[config.mk]
export PLATFORM = sky130hd
export DESIGN_NAME = reg_c_sequencer_flat
export DESIGN_NICKNAME = d
export VERILOG_FILES = /design/src/rtl/reg_c_sequencer_if.sv /design/src/rtl/reg_c_sequencer.sv /design/src/flat_wrapper.sv
export SDC_FILE = /design/constraint.sdc
export NUM_CORES = 1
export LEC_CHECK = 0
export CAP_MARGIN = 20
export CORE_MARGIN = 1.5
export CORE_UTILIZATION = 43
export DETAILED_ROUTE_END_ITERATION = 16
export PLACE_DENSITY = 0.94
export SYNTH_ARGS = -nofsm -noshare
export SYNTH_HDL_FRONTEND = slang
export SYNTH_SLANG_ARGS = --single-unit
[constraint.sdc]
create_clock -name clk -period 4.8 [get_ports clk]
set_input_delay 0.96 -clock clk [delete_from_list [all_inputs] [get_ports clk]]
set_output_delay 0.96 -clock clk [all_outputs]
set_load 0.1 [all_outputs]
[src/rtl/reg_c_sequencer_if.sv]
// Frame-in and result-out valid/ready channels of reg_c_sequencer.
// The sequencer takes the slave side; the frame source / result consumer take the master side.
interface reg_c_sequencer_if #(
    parameter int N = 64
);
    logic         in_valid;
    logic         in_ready;
    logic [N-1:0] in_data;
    logic         res_valid;
    logic         res_ready;
    logic [14:0]  res_data;

    modport master (
        output in_valid, in_data, res_ready,
        input  in_ready, res_valid, res_data
    );

    modport slave (
        input  in_valid, in_data, res_ready,
        output in_ready, res_valid, res_data
    );
endinterface

[src/rtl/reg_c_sequencer.sv]
// Sequencer for the 15-bit serial checksum datapath: latch a frame, clear, shift N+PAD bits, capture, hand off.
// Optional datapath count check is enabled by defining REG_C_SEQ_COUNT_CHECK_EN.
module reg_c_sequencer #(
    parameter int N   = 64,
    parameter int PAD = 0
) (
    input  logic             clk,
    input  logic             rst,
    reg_c_sequencer_if.slave bus,
    output logic             dp_rst,
    output logic             dp_shift,
    output logic [N-1:0]     dp_data,
    input  logic [6:0]       dp_count,
    input  logic [14:0]      dp_out,
    input  logic             abort,
    output logic             busy,
    output logic             err
);
    localparam int         TOTAL    = N + PAD;
    localparam logic [6:0] CNT_LOAD = 7'(TOTAL - 1);

    localparam logic [4:0] S_IDLE  = 5'b00001;
    localparam logic [4:0] S_CLR   = 5'b00010;
    localparam logic [4:0] S_SHIFT = 5'b00100;
    localparam logic [4:0] S_CAPT  = 5'b01000;
    localparam logic [4:0] S_DONE  = 5'b10000;

    logic [4:0]  state;
    logic [4:0]  state_next;
    logic [6:0]  shift_cnt;
    logic [14:0] res_q;
    logic        accept;

    assign accept = (state == S_IDLE) && bus.in_valid;

    // NOTE: state_next gets a default before the case so no path leaves it unassigned (no latch).
    always_comb begin
        state_next = state;
        case (state)
            S_IDLE:  if (bus.in_valid) state_next = S_CLR;
            S_CLR:   state_next = abort ? S_IDLE : S_SHIFT;
            S_SHIFT: begin
                if (abort)               state_next = S_IDLE;
                else if (shift_cnt == '0) state_next = S_CAPT;
            end
            S_CAPT:  state_next = abort ? S_IDLE : S_DONE;
            S_DONE:  if (abort || bus.res_ready) state_next = S_IDLE;
            default: state_next = S_IDLE;
        endcase
    end

    // NOTE: all clocked state uses non-blocking assignments so every flop samples pre-edge values.
    always_ff @(posedge clk) begin
        if (rst) begin
            state     <= S_IDLE;
            dp_rst    <= 1'b1;
            dp_shift  <= 1'b0;
            dp_data   <= '0;
            shift_cnt <= '0;
            res_q     <= '0;
        end else begin
            state    <= state_next;
            // Datapath controls are decoded from the next state so they leave flops glitch-free.
            dp_rst   <= (state_next == S_IDLE) || (state_next == S_CLR);
            dp_shift <= (state_next == S_SHIFT);

            if (accept) dp_data <= bus.in_data;

            if (state == S_CLR)
                shift_cnt <= CNT_LOAD;
            else if ((state == S_SHIFT) && (shift_cnt != '0))
                shift_cnt <= shift_cnt - 7'd1;

            if ((state == S_CAPT) && !abort) res_q <= dp_out;
        end
    end

    assign bus.in_ready  = (state == S_IDLE);
    assign bus.res_valid = (state == S_DONE);
    assign bus.res_data  = res_q;
    assign busy          = (state != S_IDLE);

`ifdef REG_C_SEQ_COUNT_CHECK_EN
    localparam logic [6:0] CNT_EXPECT = 7'(TOTAL % 128);

    logic err_q;

    // Sticky until the next frame is accepted; the result is delivered regardless.
    always_ff @(posedge clk) begin
        if (rst)
            err_q <= 1'b0;
        else if (accept)
            err_q <= 1'b0;
        else if ((state == S_CAPT) && (dp_count != CNT_EXPECT))
            err_q <= 1'b1;
    end

    assign err = err_q;
`else
    logic unused_dp_count;

    assign unused_dp_count = ^dp_count;
    assign err             = 1'b0;
`endif

    a_state_onehot: assert property (@(posedge clk) disable iff (rst) $onehot(state));
    a_ctrl_exclusive: assert property (@(posedge clk) disable iff (rst) !(dp_rst && dp_shift));
endmodule

[src/flat_wrapper.sv]
// flat-port wrapper written by rule: the top's interface ports become plain ports
module reg_c_sequencer_flat 
#(
    parameter int N   = 64,
    parameter int PAD = 0
)
  (clk, rst, dp_rst, dp_shift, dp_data, dp_count, dp_out, abort, busy, err, bus_in_valid, bus_in_data, bus_res_ready, bus_in_ready, bus_res_valid, bus_res_data);
  reg_c_sequencer_if #(.N(N)) bus_i ();
  input  logic clk;
  input  logic rst;
  output logic dp_rst;
  output logic dp_shift;
  output logic [N-1:0] dp_data;
  input  logic [6:0] dp_count;
  input  logic [14:0] dp_out;
  input  logic abort;
  output logic busy;
  output logic err;
  input wire logic [$bits(bus_i.in_valid)-1:0] bus_in_valid;
  input wire logic [$bits(bus_i.in_data)-1:0] bus_in_data;
  input wire logic [$bits(bus_i.res_ready)-1:0] bus_res_ready;
  output wire logic [$bits(bus_i.in_ready)-1:0] bus_in_ready;
  output wire logic [$bits(bus_i.res_valid)-1:0] bus_res_valid;
  output wire logic [$bits(bus_i.res_data)-1:0] bus_res_data;
  assign bus_i.in_valid = bus_in_valid;
  assign bus_i.in_data = bus_in_data;
  assign bus_i.res_ready = bus_res_ready;
  assign bus_in_ready = bus_i.in_ready;
  assign bus_res_valid = bus_i.res_valid;
  assign bus_res_data = bus_i.res_data;
  reg_c_sequencer #(.N(N), .PAD(PAD)) u_core (.clk(clk), .rst(rst), .bus(bus_i), .dp_rst(dp_rst), .dp_shift(dp_shift), .dp_data(dp_data), .dp_count(dp_count), .dp_out(dp_out), .abort(abort), .busy(busy), .err(err));
endmodule
# After elaboration in Yosys (flattened, before gate mapping)
# Index checks and enable logic that the tools add are counted.
# totals
register_bits	93
inputBits	91
# op_classes
reduce_logical	10
n_addsub	1
eq_ne	9
mux	9
# op_table
operator	count
two-way mux 5 bit	5
case mux 5 bit (5 select lines)	1
two-way mux 6 bit	2
== test 5 x 1 -> 1 bit (second input constant)	2
== test 5 x 2 -> 1 bit (second input constant)	2
== test 5 x 3 -> 1 bit (second input constant)	2
zero test 7 bit	1
nonzero test 7 bit	1
subtractor 7 x 1 -> 7 bit (second input constant)	1
== test 5 x 4 -> 1 bit (second input constant)	1
== test 5 bit (second input constant)	1
!= test 5 x 1 -> 1 bit (second input constant)	1
logical AND 1 bit	3
two-way mux 3 bit	1
logical OR 1 bit	2
nonzero test 2 bit	1
OR reduction 2 bit	1
zero test 1 bit	1

# Logic depth before layout (Yosys ltp)
# Gate-level depths: netlist of the first run.
# depth
depth_word	6
depth_mapped	7

# Worst setup path before layout of the first run
# No wires, ideal clock.
# synth_timing
path_kind	register to output
start	register u_core.state[4]
end	output port bus_in_ready
n_path_buf	1
setup_slack_ns	1.448
arrival_time_ns	2.392
stages_incl_launch_ff	5
t_required_ns	3.840
path_cell_list	dfxtp_1 buf_4 nor2_1 nand3_1 inv_1
# synth_via
elab_chain_cells	1
# synth_rtl
element	line	rtl
start, declared	reg_c_sequencer.sv:28	logic [4:0] state;
start signal, assigned	reg_c_sequencer.sv:62	state <= state_next;
== test 5 x 1 -> 1 bit	reg_c_sequencer.sv:78	assign bus.in_ready = (state == S_IDLE);
end, declared	flat_wrapper.sv:22	output wire logic [$bits(bus_i.in_ready)-1:0] bus_in_ready;
# No other way between the ends.

# Worst setup path in the final report of the first run
# layout_timing
start	register u_core.state[1]
end	output port bus_res_valid
# layout_via
elab_chain_cells	1
# layout_rtl
element	line	rtl
== test 5 bit	reg_c_sequencer.sv:79	assign bus.res_valid = (state == S_DONE);
end, declared	flat_wrapper.sv:23	output wire logic [$bits(bus_i.res_valid)-1:0] bus_res_valid;
# No other way between the ends.

==> results.tsv, run 1 <==
stage	metric	value	unit
synth	post-synthesis area per instance	8.07	sq um
cts	clk root buf	clkbuf_8	
critical_path	Worst Path Required	3.84	ns
power	Peak supply drop	232	uV
critical_path	critical path arrival	2.46	ns
grt	initial antenna violation count	0	
cts	Post-CTS Setup Repair Bufs	0	
cts	Reg clk slew, reported paths	0.09	ns
cts	CTS tree	built	
routing	final WL	9350	um
run_status	status	completed	
floorplanning	full die area	8600	sq um
floorplanning	I/O pin cnt	176	
finish	sequential cell area	1860	sq um
finish	fin cells	686	
critical_path	Critical Path Sink Type	output port	
routing	met1 WL	3600	um
synth	post-synth cell types	42	
power	Final Power	1.94	mW
critical_path	slowest CP cell	clkdlybuf4s50_1	
timing	Worst Skew	0.0119	ns
critical_path	CP Cell Sequence	nor3_4, nand3b_1, inv_1, clkdlybuf4s50_1	
timing	Slew headroom	31.5	%
cts	number of hold buffers added after cts	0	
critical_path	Largest stage delay, worst path	1.12	ns
power	net switching power	0.720	mW
timing	Max Clock Freq	292	MHz
synth	yosys warns	0	
timing	Hold WS	0.456	ns
critical_path	worst reg-to-reg setup slack	2.82	ns
floorplanning	Die X	92.7	um
finish	FILL cells	633	
power	clock power share	26.5	%
timing	RSZ-0062 raised after global routing	no	
grt	GRT Resource Usage Total	21.8	%
synth	Yosys top cell area share	53.8	%
cts	# H-tree levels	3	
critical_path	CP delay by family, top	buffers and inverters	
routing	DR WL/cell	13.6	um
power	power share of the combinational group	30.4	%
timing	setup_tns	0	ns
synth	Synth Register Bits	93	
synth	Cell Area, Synth	3460	sq um
power	sw frac	37.0	%
min_path	min-delay src	u_core.dp_data[22]	
timing	Tcrit/Tclk final	71.2	%
synth	asr flop ratio synth	0	%
power	cell area power density	364	nW/um^2
min_path	Hold Path Depth	2	
finish	Finished Core Util	68.9	%
synth	Syn Inst Count	429	
grt	pin count of the biggest net entering global routing	66	
cts	CTS buffer count	9	
power	Pint	1.22	mW
min_path	Hold EP	u_core.dp_data[22]	
floorplanning	Rows	32	
grt	gr ovfl total	0	
critical_path	reg2reg path depth	6	
finish	antenna fix cells	0	
finish	share of layout cells above drive strength 1	4.79	%
floorplanning	Initial Utilization	44.6	%
grt	global-route wire length before repair	15100	um
place	Final HPWL DP	6650	um
cts	clk sinks	93	
timing	Final Hold Viols	0	
routing	routed vias	3387	
routing	drt first pass iters	4	
floorplanning	Die Ht	92.7	um
place	placed cell count	669	
critical_path	Reg2Reg Launch Point	u_core.shift_cnt[0]	
synth	Syn Nets	522	
critical_path	Worst setup SP type	flip-flop	
routing	Vias/cell	4.94	
floorplanning	core area	7770	sq um
synth	commonest register cell after synthesis	dfxtp_1	
cts	Longest Clk Path Bufs	2	
power	Seq pwr share	43.2	%
place	PortBufs	167	
timing	Setup-failing EPs final	0	
synth	top cells by area, synth	dfxtp_1 54%, nand2_1 17%, a21oi_1 12%	
critical_path	crit path max fanout	7	
synth	most instantiated cells after synthesis	160 x nand2_1, 93 x dfxtp_1, 84 x a21oi_1	
routing	DR iter-0 viols	108	
synth	most common cell in the synthesized netlist	nand2_1	
routing	remaining antenna violation count	0	
finish	Layout area overhead	54.4	%
run	MaxCap Viol Count	0	
synth	sequential share of the synthesized area	53.8	%
routing	metal3 WL	689	um
finish	multi-input logic area	1440	sq um
critical_path	Reg-to-Reg End	u_core.shift_cnt[2]	
finish	# nets final	672	
synth	number of synthesized flops with an enable pin	0	
grt	vias in the first global route	3322	
timing	max-slew violations	0	
routing	DRC	0	
cts	Skew-Pair Late Insertion Delay	0.35	ns
synth	Synth area leader	dfxtp_1	
place	gpl congestion	0.761	
critical_path	worst path buffer plus inverter count	2	
routing	top layer in use	met4	
timing	Period minus WS final	3.42	ns
min_path	min-delay worst type	reg -> reg	
power	P_leak	1.93	nW
critical_path	Crit Path Category	reg -> out	
cts	Post-CTS Resized	0	
routing	metal2 WL	4940	um
timing	Worst Max-Slew Pin Slew	1.02	ns
sequential cells by signal, summed over array words and instances (netlist names):
register / cells
u_core.dp_data: 64
u_core.bus.res_data: 15
u_core.shift_cnt: 7
u_core.state: 5
u_core.dp_rst: 1
u_core.dp_shift: 1
metrics by stage:
step | instance area, sq um | setup slack, ns
2_1_floorplan | 3460 | 1.45
3_3_place_gp | 5130 | 1.80
3_5_place_dp | 5130 | 1.75
4_1_cts | 5330 | 1.37
5_1_grt | 5350 | 1.27
6_report | 5350 | 1.38
worst min-delay path, delay by kind of cell (launching register included):
kind / cells / cell delay [ns]
flops: 1 / 0.32
simple gates: 1 / 0.05
compound gates: 1 / 0.05
cell families (layout without fill, tap and decap cells):
family,after synthesis,after routing,synth area share (%)
compound gates,99,99,15.9
xor+xnor,3,3,0.759
fa+ha+maj,2,2,0.722
buf+inv,37,192,4.84
flops,93,93,53.8
other cells,1,1,0.108
simple gates,194,194,23.9
worst max path at each step:
stage	startpoint	to	slack, ns	depth (start not counted)
floorplan	u_core.state[4]	bus_in_ready	1.45	4
global placement	u_core.state[1]	bus_res_valid	1.80	4
detailed placement	u_core.state[1]	bus_res_valid	1.75	4
CTS	u_core.state[1]	bus_res_valid	1.37	4
global route	u_core.state[1]	bus_res_valid	1.27	4
finish	u_core.state[1]	bus_res_valid	1.38	4
power by group through the flow:
stage	logic (mW)	registers, mW	clock network (mW)
floorplan	0.136	1.13	0
global placement	0.579	0.854	0
detailed placement	0.588	0.858	0
CTS	0.590	0.839	0.530
global route	0.619	0.845	0.560
finish	0.590	0.839	0.515
routing by layer:
| metal | up-vias | track usage, % |
|---|---|---|
| met5 | - | 0 |
| met4 | 0 | 6.57 |
| met3 | 12 | 5.34 |
| met2 | 117 | 41.7 |
| met1 | 1549 | 23.4 |
| li1 | 1709 | - |
area by class of cell:
type | instances | share of cell area [%]
multi-input combinational | 299 | 26.8
clock buffer | 9 | 2.32
clock inverter | 7 | 1.43
sequential | 93 | 34.8
timing repair buffer | 170 | 31.8
inverter | 6 | 0.421
tap | 102 | 2.39
cells in the final DEF (no fill, tap or decap), drive strengths merged, types with 3 or more instances in the layout:
| cell | instances |
|---|---|
| nand2 | 160 |
| buf | 4 |
| clkdlybuf4s50 | 166 |
| nor2 | 9 |
| or3 | 4 |
| inv | 6 |
| clkinv | 4 |
| a21oi | 84 |
| a211oi | 3 |
| nand3 | 3 |
| a31oi | 3 |
| clkbuf | 9 |
| dfxtp | 93 |
No activity file was read; power rests on OpenSTA's default activity.
==> run 2, diff against run 1 <==
CORE_UTILIZATION = 40   (was 43)
PLACE_DENSITY = 0.88   (was 0.94)
clock period = 3.6 ns   (was 4.8 ns; I/O delays follow)
==> run 2 against run 1 <==
- clock-buffer cell count is 4 higher
- final area shrank 0.21%
- power up 32%
- worst hold slack hardly changed
- flip-flop and latch count stayed put
- routed wire length is 0.75% lower
- via count grew 1.9%
- first-iteration DRC count decreased by 18%
- critical path type unchanged
- largest power group unchanged
- highest routed layer unchanged
==> results.tsv, run 2 (synthesis results as in run 1) <==
stage	metric	value	unit
routing	DR iter-0 viols	89	
finish	Largest Register	u_core.dp_data	
critical_path	Critical Path Sink Type	output port	
finish	# nets final	673	
floorplanning	full die area	9230	sq um
timing	Setup-failing EPs final	0	
timing	Slew headroom	31.7	%
cts	number of hold buffers added after cts	0	
cts	CTS tree	built	
cts	Skew-Pair Late Insertion Delay	0.35	ns
timing	Final Hold Viols	0	
timing	Period minus WS final	2.57	ns
critical_path	worst path buffer plus inverter count	1	
finish	share of layout cells above drive strength 1	4.79	%
routing	drt first pass iters	6	
critical_path	CP Cell Sequence	clkdlybuf4s50_1	
critical_path	Crit Path Category	reg -> out	
finish	FILL cells	700	
grt	initial antenna violation count	0	
cts	clk sinks	93	
finish	most frequent cells in the layout	163 x clkdlybuf4s50_1, 160 x nand2_1, 93 x dfxtp_1	
floorplanning	I/O pin cnt	176	
timing	Worst Max-Slew Pin Slew	1.02	ns
min_path	min-delay worst type	reg -> reg	
critical_path	slowest CP cell	clkdlybuf4s50_1	
grt	pin count of the biggest net entering global routing	66	
power	P_leak	1.93	nW
power	Peak supply drop	233	uV
routing	Vias/cell	5.00	
place	gpl congestion	0.760	
cts	# H-tree levels	3	
timing	Worst Skew	0.0113	ns
cts	clk root buf	clkbuf_8	
place	PortBufs	167	
critical_path	Largest stage delay, worst path	1.14	ns
floorplanning	core area	8300	sq um
cts	Longest Clk Path Bufs	2	
timing	Tcrit/Tclk final	71.4	%
routing	remaining antenna violation count	0	
run	MaxCap Viol Count	0	
critical_path	Worst Path Required	2.88	ns
place	Final HPWL DP	6650	um
routing	final WL	9280	um
run_status	status	completed	
grt	vias in the first global route	3272	
critical_path	crit path max fanout	2	
routing	routed vias	3453	
timing	setup_tns	0	ns
cts	Post-CTS Resized	0	
timing	Max Clock Freq	389	MHz
finish	antenna fix cells	0	
floorplanning	Rows	33	
grt	GRT Resource Usage Total	19.8	%
timing	max-slew violations	0	
critical_path	critical path arrival	1.85	ns
floorplanning	Die Ht	96.1	um
floorplanning	Die X	96.1	um
cts	CTS buffer count	9	
finish	max reg flops	64	
floorplanning	Initial Utilization	41.7	%
timing	RSZ-0062 raised after global routing	no	
grt	global-route wire length before repair	14300	um
grt	gr ovfl total	0	
critical_path	Worst setup SP type	flip-flop	
cts	Reg clk slew, reported paths	0.09	ns
finish	most common cell after layout, fill and taps aside	clkdlybuf4s50_1	
routing	DRC	0	
routing	DR WL/cell	13.4	um
finish	Finished Core Util	64.3	%
critical_path	CP delay by family, top	buffers and inverters	
finish	Layout area overhead	54.1	%
cts	Post-CTS Setup Repair Bufs	0	
power	cell area power density	481	nW/um^2
run 2: cell types whose count changed in the layout (fill, tap and decap cells not counted):
cell and delta:
clkinvlp_4 -1, clkbuf_1 +4, clkinv_4 -2, clkinv_2 -1
buf_4 +4, clkdlybuf4s50_1 -3
run 2: worst reg2reg max path, cell delays in order, from the launching register on:
cell	delay, ns
dfxtp_1	0.32
inv_1	0.11
ha_1	0.15
or4b_4	0.48
o311ai_4	0.46
o21ai_0	0.20
a31oi_1	0.18
run 2: area by class of cell:
cell class	instances	area [sq um]	share of cell area, %
multi-input cells	299	1440	26.9
flip-flops and latches	93	1860	34.9
repair buffers	171	1700	31.9
clock inverters	3	46.3	0.867
inverters	6	22.5	0.422
well taps	105	131	2.46
clock buffers	13	139	2.60
run 2: metal layers:
metal	GRT usage (%)	wire length [um]	vias up
met1	20.2	3620	1605
met2	36.2	4710	121
met3	6.64	775	18
met5	0	0	-
met4	8.70	171	0
li1	-	-	1709
run 2: power breakdown:
part | internal (mW) | switching [mW]
Clock | 0.324 | 0.341
Combinational | 0.222 | 0.562
Sequential | 1.09 | 0.0337
run 2: metrics by stage:
step | hold WS [ns] | area (sq um) | instances | setup slack [ns] | total power [mW]
after floorplan | 0.448 | 3460 | 429 | 0.488 | 1.69
after global placement | 0.441 | 5150 | 674 | 1.16 | 1.92
after detailed placement | 0.447 | 5150 | 674 | 1.09 | 1.93
after CTS | 0.457 | 5340 | 690 | 1.01 | 2.59
after global routing | 0.473 | 5340 | 690 | 0.970 | 2.67
final | 0.456 | 5340 | 690 | 1.03 | 2.57
run 2: final timing paths:
kind / start / depth (start not counted) / end / slack [ns]
worst max-delay path: u_core.bus.res_data[2] / 1 / bus_res_data[2] / 1.03
worst max register to register: u_core.shift_cnt[0] / 6 / u_core.shift_cnt[3] / 1.61
worst min-delay path: u_core.dp_data[52] / 2 / u_core.dp_data[52] / 0.46
worst min register to register: u_core.dp_data[52] / 2 / u_core.dp_data[52] / 0.46
==> run 3, diff against run 2 <==
CORE_UTILIZATION = 36   (was 40)
PLACE_DENSITY = 0.84   (was 0.88)
clock period = 2.2 ns   (was 3.6 ns; I/O delays follow)
==> run 3 against run 2 <==
- sequential share of layout area increased by 0.36 points
- sequential power increased by 63%
- routed wire length decreased by 2.7%
- worst hold slack about the same
- global-route usage decreased by 2.3 points
- power increased by 66%
- setup slack got worse by 0.81 ns
- die area increased by 11%
- clock skew increased by 0.0019 ns
- critical endpoint is now bus_res_valid
- largest cell class unchanged
- largest power group unchanged
==> results.tsv, run 3 (synthesis results as in run 1) <==
stage	metric	value	unit
run_status	status	completed	
routing	remaining antenna violation count	0	
finish	Largest Register	u_core.dp_data	
place	Area after DPL	5080	sq um
cts	CTS tree	built	
floorplanning	I/O pin cnt	176	
critical_path	Worst Path Required	1.76	ns
finish	# nets final	676	
cts	number of hold buffers added after cts	0	
timing	setup_tns	0	ns
timing	final worst slack	0.221	ns
critical_path	Critical Path Sink Type	output port	
cts	Post-CTS Setup Repair Bufs	0	
finish	most common cell after layout, fill and taps aside	nand2_1	
finish	share of layout cells above drive strength 1	19.9	%
critical_path	Worst setup SP type	flip-flop	
floorplanning	core area	9280	sq um
grt	global-route wire length before repair	14400	um
routing	drt first pass iters	4	
floorplanning	full die area	10200	sq um
routing	DR iter-0 viols	111	
timing	Worst Skew	0.0132	ns
timing	Tcrit/Tclk final	90.0	%
finish	max reg flops	64	
finish	most frequent cells in the layout	160 x nand2_1, 93 x dfxtp_1, 85 x buf_4	
timing	Period minus WS final	1.98	ns
routing	DRC	0	
cts	clk sinks	93	
finish	antenna fix cells	0	
cts	Longest Clk Path Bufs	2	
cts	Skew-Pair Late Insertion Delay	0.35	ns
finish	Layout area overhead	52.5	%
cts	Reg clk slew, reported paths	0.09	ns
timing	Hold WS	0.456	ns
timing	Worst Max-Slew Pin Slew	0.503	ns
finish	fin cells	717	
floorplanning	Die Ht	101	um
timing	Setup-failing EPs final	0	
place	gpl congestion	0.844	
timing	RSZ-0062 raised after global routing	no	
place	dpl ws	0.268	ns
power	Peak supply drop	339	uV
timing	Slew headroom	66.4	%
cts	Post-CTS Resized	0	
critical_path	Crit Path Category	reg -> out	
grt	GRT Resource Usage Total	17.5	%
cts	clk root buf	clkbuf_8	
place	placed cell count	701	
timing	Max Clock Freq	505	MHz
floorplanning	Initial Utilization	37.3	%
finish	Finished Cell Area	5280	sq um
cts	# H-tree levels	3	
cts	CTS buffer count	9	
grt	vias in the first global route	3368	
place	PortBufs	167	
floorplanning	Rows	35	
grt	initial antenna violation count	0	
critical_path	crit path max fanout	7	
timing	max-slew violations	0	
power	cell area power density	807	nW/um^2
finish	Finished Core Util	56.9	%
grt	pin count of the biggest net entering global routing	94	
grt	gr ovfl total	0	
critical_path	critical path arrival	1.54	ns
power	Final Power	4.26	mW
place	Final HPWL DP	6380	um
min_path	min-delay worst type	reg -> reg	
routing	Vias/cell	4.81	
routing	DR WL/cell	12.6	um
power	P_leak	2.12	nW
floorplanning	Die X	101	um
routing	routed vias	3448	
routing	final WL	9020	um
timing	Final Hold Viols	0	
run	MaxCap Viol Count	0	
## run 3: cell types whose count changed in the layout (fill, tap and decap cells not counted)
cell	delta
buf_12	+5
clkbuf_8	+1
clkinv_2	+1
buf_4	+79
nand3_1	-1
clkdlybuf4s50_1	-81
clkbuf_1	-3
clkinv_4	+1
inv_1	-1
nand3_4	+1
clkinvlp_4	+1
## run 3: power breakdown
group	internal [mW]	switching, mW
clock network	0.559	0.578
registers	1.78	0.0580
logic	0.365	0.925
total	2.70	1.56
## run 3: layout make-up
cell class                      count  area [sq um]
Fill cell                         872          4000
Sequential cell                    93          1860
Timing Repair Buffer              174          1580
Multi-Input combinational cell    299          1450
Tap cell                          129           161
Clock buffer                       11           141
Clock inverter                      5          60.1
Inverter                            6          26.3
## run 3: worst max-delay path: stages, from the launching register on
cell	delay, ns
dfxtp_1	0.41
nor3_4	0.33
nand3b_1	0.15
inv_1	0.12
buf_12	0.18
## run 3: final timing paths
kind | startpoint | to | slack, ns | depth (start not counted)
worst max register to register | u_core.shift_cnt[0] | u_core.shift_cnt[1] | 0.24 | 6
worst max-delay path | u_core.state[0] | bus_res_valid | 0.22 | 4
worst min register to register | u_core.dp_data[47] | u_core.dp_data[47] | 0.46 | 2
worst min-delay path | u_core.dp_data[47] | u_core.dp_data[47] | 0.46 | 2
## run 3: per-layer routing
layer	part of all wire, %	GRT usage, %	vias up
met2	50	32.3	136
li1	-	-	1716
met5	0	0	-
met4	2.5	8.44	0
met3	8.0	5.06	21
met1	40	17.8	1575
